<file path="src/rtl/ws2812_pkg.sv">
// Shared definitions for the WS2812 frame scheduler: FSM states, GRB field
// offsets inside a colour word, and default bit timing at 50 MHz.
package ws2812_pkg;

  localparam logic [1:0] ST_IDLE  = 2'd0;
  localparam logic [1:0] ST_LOAD  = 2'd1;
  localparam logic [1:0] ST_SEND  = 2'd2;
  localparam logic [1:0] ST_LATCH = 2'd3;

  // Colour word is {G, R, B}; G goes out first.
  localparam int G_OFS = 16;
  localparam int R_OFS = 8;
  localparam int B_OFS = 0;

  localparam int DEF_T0H_CYC   = 20;
  localparam int DEF_T1H_CYC   = 40;
  localparam int DEF_BIT_CYC   = 60;
  localparam int DEF_LATCH_CYC = 2500;

  // Pack separate channels into the on-wire word layout.
  function automatic logic [23:0] grb(input logic [7:0] g, input logic [7:0] r,
                                      input logic [7:0] b);
    logic [23:0] w;
    w = '0;
    w[G_OFS +: 8] = g;
    w[R_OFS +: 8] = r;
    w[B_OFS +: 8] = b;
    return w;
  endfunction

endpackage

</file>
<file path="src/rtl/ws2812_bit_tx.sv">
// Single-bit NRZ encoder: one start pulse produces one BIT_CYC-long bit cell,
// high for T1H_CYC or T0H_CYC clocks. done marks the last low cycle so the
// next start can be issued in the same cycle with no gap.
module ws2812_bit_tx import ws2812_pkg::*; #(
  parameter int T0H_CYC = DEF_T0H_CYC,
  parameter int T1H_CYC = DEF_T1H_CYC,
  parameter int BIT_CYC = DEF_BIT_CYC
) (
  input  logic CLOCK_50,
  input  logic RESET_N,
  input  logic start,
  input  logic bit_in,
  output logic data,
  output logic done
);

  localparam logic [5:0] LAST = 6'(BIT_CYC - 1);
  localparam logic [5:0] T0   = 6'(T0H_CYC);
  localparam logic [5:0] T1   = 6'(T1H_CYC);

  logic [5:0] phase_q, phase_d;
  logic       active_q, active_d;
  logic       hi_q, hi_d;
  logic       data_q, data_d;

  assign done = active_q && (phase_q == LAST);
  assign data = data_q;

  // Phase walk: data for the next cycle is registered so the pin is glitch-free.
  always_comb begin
    phase_d  = phase_q;
    active_d = active_q;
    hi_d     = hi_q;
    data_d   = data_q;
    if (start) begin
      active_d = 1'b1;
      phase_d  = '0;
      hi_d     = bit_in;
      data_d   = 1'b1;
    end else if (active_q) begin
      if (done) begin
        active_d = 1'b0;
        phase_d  = '0;
        data_d   = 1'b0;
      end else begin
        phase_d = phase_q + 6'd1;
        data_d  = (phase_q + 6'd1) < (hi_q ? T1 : T0);
      end
    end
  end

  // Encoder state; reset forces the line low immediately.
  always_ff @(posedge CLOCK_50 or negedge RESET_N) begin
    if (!RESET_N) begin
      phase_q  <= '0;
      active_q <= 1'b0;
      hi_q     <= 1'b0;
      data_q   <= 1'b0;
    end else begin
      phase_q  <= phase_d;
      active_q <= active_d;
      hi_q     <= hi_d;
      data_q   <= data_d;
    end
  end

endmodule

</file>
<file path="src/rtl/ws2812_frame_scheduler.sv">
// Walks the pixel RAM and streams each 24-bit GRB word MSB-first through the
// bit encoder, then holds the line low for the latch gap. The next pixel is
// read during the last bit of the current one so bits stay back-to-back.
module ws2812_frame_scheduler import ws2812_pkg::*; #(
  parameter  int NUM_PIXELS = 16,
  parameter  int T0H_CYC    = DEF_T0H_CYC,
  parameter  int T1H_CYC    = DEF_T1H_CYC,
  parameter  int BIT_CYC    = DEF_BIT_CYC,
  parameter  int LATCH_CYC  = DEF_LATCH_CYC,
  localparam int AW         = (NUM_PIXELS > 1) ? $clog2(NUM_PIXELS) : 1
) (
  input  logic          CLOCK_50,
  input  logic          RESET_N,
  input  logic          wr_en,
  input  logic [AW-1:0] wr_addr,
  input  logic [23:0]   wr_data,
  input  logic          frame_start,
  output logic          busy,
  output logic          frame_done,
  output logic          data
);

  localparam int            MSB      = G_OFS + 7;
  localparam int            LW       = (LATCH_CYC > 1) ? $clog2(LATCH_CYC) : 1;
  localparam logic [AW-1:0] LAST_PIX = AW'(NUM_PIXELS - 1);
  localparam logic [AW:0]   NPIX     = (AW + 1)'(NUM_PIXELS);
  localparam logic [LW-1:0] LAT_LAST = LW'(LATCH_CYC - 1);

  logic [23:0]   mem [NUM_PIXELS];
  logic [23:0]   rd_data_q, rd_data_d;
  logic [AW-1:0] rd_addr;

  logic [1:0]    state_q, state_d;
  logic          busy_q, busy_d;
  logic          pend_q, pend_d;
  logic          cap_q, cap_d;     // first SEND cycle: capture the LOAD read
  logic [AW-1:0] pix_q, pix_d;
  logic [4:0]    bcnt_q, bcnt_d;
  logic [LW-1:0] lat_q, lat_d;
  logic [23:0]   shift_q, shift_d;

  logic          tx_start, tx_bit, tx_done;

  assign busy      = busy_q;
  assign rd_data_d = mem[rd_addr];

  // Pixel RAM: out-of-range writes dropped, registered read returns the old word.
  always_ff @(posedge CLOCK_50) begin
    if (wr_en && ({1'b0, wr_addr} < NPIX)) mem[wr_addr] <= wr_data;
    rd_data_q <= rd_data_d;
  end

  // Frame sequencing: acceptance, per-bit handoff to the encoder, latch gap.
  always_comb begin
    state_d    = state_q;
    busy_d     = busy_q;
    pend_d     = pend_q;
    cap_d      = cap_q;
    pix_d      = pix_q;
    bcnt_d     = bcnt_q;
    lat_d      = lat_q;
    shift_d    = shift_q;
    tx_start   = 1'b0;
    tx_bit     = shift_q[MSB];
    rd_addr    = pix_q;
    frame_done = 1'b0;
    if (frame_start && (state_q != ST_IDLE)) pend_d = 1'b1;
    case (state_q)
      ST_IDLE: begin
        if (frame_start || pend_q) begin
          pend_d  = 1'b0;
          busy_d  = 1'b1;
          pix_d   = '0;
          state_d = ST_LOAD;
        end
      end
      ST_LOAD: begin
        cap_d   = 1'b1;
        state_d = ST_SEND;
      end
      ST_SEND: begin
        // Last bit of a pixel: prefetch the next word so it is ready at done.
        if (bcnt_q == 5'd0) rd_addr = pix_q + 1'b1;
        if (cap_q) begin
          cap_d    = 1'b0;
          shift_d  = rd_data_q;
          bcnt_d   = 5'd23;
          tx_start = 1'b1;
          tx_bit   = rd_data_q[MSB];
        end else if (tx_done) begin
          if (bcnt_q != 5'd0) begin
            shift_d  = {shift_q[22:0], 1'b0};
            bcnt_d   = bcnt_q - 5'd1;
            tx_start = 1'b1;
            tx_bit   = shift_q[MSB-1];
          end else if (pix_q == LAST_PIX) begin
            lat_d   = '0;
            state_d = ST_LATCH;
          end else begin
            pix_d    = pix_q + 1'b1;
            shift_d  = rd_data_q;
            bcnt_d   = 5'd23;
            tx_start = 1'b1;
            tx_bit   = rd_data_q[MSB];
          end
        end
      end
      default: begin
        if (lat_q == LAT_LAST) begin
          frame_done = 1'b1;
          busy_d     = 1'b0;
          lat_d      = '0;
          state_d    = ST_IDLE;
        end else begin
          lat_d = lat_q + 1'b1;
        end
      end
    endcase
  end

  // Scheduler state registers.
  always_ff @(posedge CLOCK_50 or negedge RESET_N) begin
    if (!RESET_N) begin
      state_q <= ST_IDLE;
      busy_q  <= 1'b0;
      pend_q  <= 1'b0;
      cap_q   <= 1'b0;
      pix_q   <= '0;
      bcnt_q  <= '0;
      lat_q   <= '0;
      shift_q <= '0;
    end else begin
      state_q <= state_d;
      busy_q  <= busy_d;
      pend_q  <= pend_d;
      cap_q   <= cap_d;
      pix_q   <= pix_d;
      bcnt_q  <= bcnt_d;
      lat_q   <= lat_d;
      shift_q <= shift_d;
    end
  end

  ws2812_bit_tx #(
    .T0H_CYC(T0H_CYC),
    .T1H_CYC(T1H_CYC),
    .BIT_CYC(BIT_CYC)
  ) u_bit_tx (
    .CLOCK_50(CLOCK_50),
    .RESET_N (RESET_N),
    .start   (tx_start),
    .bit_in  (tx_bit),
    .data    (data),
    .done    (tx_done)
  );

endmodule

</file>
<file path="config.mk">
export PLATFORM = sky130hd
export DESIGN_NAME = ws2812_frame_scheduler
export DESIGN_NICKNAME = d
export VERILOG_FILES = /design/src/rtl/ws2812_pkg.sv /design/src/rtl/ws2812_bit_tx.sv /design/src/rtl/ws2812_frame_scheduler.sv
export SDC_FILE = /design/constraint.sdc
export NUM_CORES = 1
export LEC_CHECK = 0
export CAP_MARGIN = 10
export CORE_ASPECT_RATIO = 1.5
export CORE_MARGIN = 3
export CORE_UTILIZATION = 57
export DETAILED_ROUTE_END_ITERATION = 12
export MAX_ROUTING_LAYER = met4
export PLACE_DENSITY = 0.77
export SETUP_SLACK_MARGIN = 0.15
export SLEW_MARGIN = 15
export SYNTH_ARGS = -nofsm -noshare
export SYNTH_HDL_FRONTEND = slang
export SYNTH_SLANG_ARGS = --single-unit
</file>
<file path="constraint.sdc">
create_clock -name CLOCK_50 -period 2.38 [get_ports CLOCK_50]
set_input_delay 0.476 -clock CLOCK_50 [delete_from_list [all_inputs] [get_ports CLOCK_50]]
set_output_delay 0.476 -clock CLOCK_50 [all_outputs]
set_load 0.05 [all_outputs]
</file>
==> impl_metrics.toml <==
[place]
port_buffers = 34
place_area_mm2 = 0.0243
dp_cells = 2078
gp_congestion = 0.838
dp_hpwl_mm = 36.2

[detailed_routing]
wl_per_cell_um = 28.7
drt_iter0_drc = 2059
via_per_inst = 7.36
via_count = 16300
ant_nets = 0
drc = 0
dr.pass1.iters = 8
drt_wl_total_mm = 63.4

[global_routing]
track_usage_pct = 30.3
grt_pass1_vias = 16100
grt_max_degree = 84
gr-total-overflow = 0
antenna_found_initial = 0
grt_pass1_wl_mm = 92.8

[clocking]
numCtsBuffers = 44
clk_path_buf_depth = 3
clkTransAtPathRegs_ns = 0.07
htree_levels = 2
root_buffer = "clkbuf_16"
clk-insertion-delay-late_ns = 0.57
clkSinkCount = 466
cts_tree = "yes"

[logic_synthesis]
netlist_area_mm2 = 0.0218
synth-seq-cells = 466
syn_nets = 1612
syn_area_per_cell_um2 = 13.9
synthArstFlopShare_pct = 12.4
synth_edf_count = 384
yosys_most_used_dff = "edfxtp_1"
synth_cells = 1569
yosysUniqueCellTypes = 69
synth.yosys.warnings = 0
synth.yosys.seq_area_share_pct = 61.6

[floorplanning]
die_x_um = 166
initial_utilization_pct = 58.0
core_mm2 = 0.0377
die_h_um = 246
fp-row-count = 87
ioPinCount = 35
die-area_mm2 = 0.0407

[power]
irDropWorstVdd_mv = 0.655
clock_power_share_pct = 43.8
pwr-share-seq_pct = 53.7
switchingPower_mw = 3.41
internal-power_mw = 13.5
p_sw_share_pct = 20.2
p_leak_nw = 8.85
finalPower_mw = 16.9
combPwrFrac_pct = 2.4
p_per_area_mw_per_mm2 = 624

[setup_path]
cp_data_required_time_ns = 2.86
cp.arrival_ns = 3.07
path_cells = "inv_2 > ha_4 > or4b_4 > buf_12 > nor3_4 > buf_12 > buf_12 > clkbuf_16 > a221o_1 > a211oi_1 > nor4_1"
cpMostUsedCell = "buf_12"
crit_type = "flop to flop"
crit_slowest_cell = "or4b_4"
crit_fanout = 8
worst-path-buf-inv = 5
endpoint_kind = "flop"
path_delay_family = "simple AND/OR/NAND/NOR gates"
rrSetupSlack_ns = -0.21
slowest_delay_ns = 0.53
start_kind = "flop"

[sta]
tightest_slew_ns = 0.724
finalMaxSlewViolations = 0
fin_crit_ns = 2.59
rsz0062_at_grt = "true"
fin_skew_ns = 0.0206
setup-tns-final_ns = -4.37
max_freq_mhz = 386
timing_hold_violations_final = 0
timing.final.ws_setup_ns = -0.211
relSlewSlack_pct = 51.6
report.final.setup_viol = 38
fin_crit_sh_pct = 109

[cells_and_area]
layout.nets = 1728
n_antenna_cell = 0
final_core_util_pct = 71.8
fillers = 2364
final_common_cell = "edfxtp_1"
drive_gt1_share_pct = 23.6
synthToLayoutAreaGrowth_pct = 23.8
final_cell_mix = "edfxtp_1 (384), mux2i_1 (209), a221o_1 (139)"
seq_area_mm2 = 0.0135
finish.instance_area_mm2 = 0.0270
final_cells = 2208
multiInputGateArea_mm2 = 0.00855

[min_path]
hold_class = "input pin to async pin"

[run_status]
status = "finished with violations"
failed_checks = "negative setup slack"

[job]
drv_cap = 0
## repair_timing
action / CTS / global route
endpoints found under the setup margin: 39 / 75
hold buffers: 1 / 0
hold endpoints to repair: 58 / 0
pin swaps: 9 / 20
cloned: 6 / 6
setup buffers: 20 / 17
gates resized for setup: 63 / 50
## per-stage QoR
stage | hold WS (ns) | worst slack (ns)
floorplan | 0.180 | -0.0775
global placement | 0.463 | -0.101
detailed placement | 0.472 | -0.137
CTS | 0.466 | -0.0885
global route | 0.487 | -0.309
finish | 0.445 | -0.211
## path summary, 6_finish.rpt
check,start,endpoint,depth (start not counted)
max in group asynchronous,RESET_N,lat_q[0],3
hold / removal,RESET_N,lat_q[5],3
hold reg to reg,shift_q[6],shift_q[6],2
setup reg to reg,bcnt_q[1],rd_data_q[13],11
setup / recovery,bcnt_q[1],rd_data_q[13],11
min in group CLOCK_50,shift_q[6],shift_q[6],2
## worst register-to-register path, delay by kind of cell (launching register included)
kind                       cells  cell delay (ns)
buffers and inverters          5             0.79
AOI/OAI and AO/OA              2             0.21
and+or+nand+nor                3             0.98
adders and majority gates      1             0.13
DFF                            1             0.40
## layer usage
metal | vias up | wire length (um) | global-route usage [%]
met2 | 1002 | 32300 | 51.6
met4 | 0 | 3520 | 14.5
met1 | 8139 | 21900 | 35.6
met3 | 278 | 5610 | 4.54
li1 | 6835 | - | -
met5 | - | 0 | -
## logic make-up (layout without fill, tap and decap cells)
logic type / count (synthesis) / after routing / share of synthesized area [%]
AO/OA/AOI/OAI: 529 / 530 / 19.6
XOR/XNOR: 7 / 7 / 0.281
adder cells (fa/ha/maj): 11 / 11 / 0.630
buffers and inverters: 161 / 310 / 2.99
flip-flops: 466 / 466 / 61.6
multiplexers: 222 / 222 / 10.7
AND/OR/NAND/NOR: 173 / 173 / 4.23
## state kept, by name, indices dropped and copies added (netlist names), 2 cells and up
name / flops
pix_q: 4
bcnt_q: 5
u_bit_tx.phase_q: 6
rd_data_q: 24
state_q: 2
mem: 384
shift_q: 23
lat_q: 12
## synth_stat cells, drive strengths merged, types with 4 or more instances
| cell type | number | area [um2] |
|---|---|---|
| and3 | 4 | 25.0 |
| nand3 | 13 | 65.1 |
| nor3 | 16 | 91.3 |
| o2bb2ai | 9 | 78.8 |
| o21ai | 30 | 154 |
| nor4 | 27 | 169 |
| nor2 | 40 | 150 |
| mux2i | 209 | 2090 |
| a41oi | 26 | 228 |
| clkbuf | 109 | 409 |
| inv | 12 | 45.0 |
| a2bb2oi | 18 | 158 |
| o22ai | 93 | 582 |
| nand2 | 39 | 146 |
| o211ai | 30 | 225 |
| a21oi | 18 | 90.1 |
| buf | 39 | 195 |
| mux2 | 5 | 56.3 |
| o211a | 18 | 180 |
| dfrtp | 58 | 1450 |
| a41o | 18 | 180 |
| a22oi | 5 | 37.5 |
| dfxtp | 24 | 480 |
| xnor2 | 6 | 52.6 |
| ha | 11 | 138 |
| edfxtp | 384 | 11500 |
| nand2b | 4 | 25.0 |
| mux4 | 8 | 180 |
| a32oi | 4 | 35.0 |
| a211oi | 97 | 733 |
| nand4 | 9 | 56.3 |
| a221o | 139 | 1390 |
## final cells by class
class | instances | share of cell area [%]
sequential | 466 | 49.9
multi-input combinational | 943 | 31.6
timing repair buffer | 217 | 10.5
clock buffer | 52 | 4.37
tap | 489 | 2.26
clock inverter | 28 | 1.22
inverter | 13 | 0.190
## power by group through the flow
stage | registers [mW] | logic (mW) | clock network (mW)
floorplan | 9.21 | 0.129 | 0
global placement | 9.22 | 0.383 | 0
detailed placement | 9.23 | 0.401 | 0
CTS | 9.06 | 0.405 | 7.43
global route | 9.08 | 0.436 | 7.77
finish | 9.07 | 0.410 | 7.39
(Power assumes the default switching activity.)
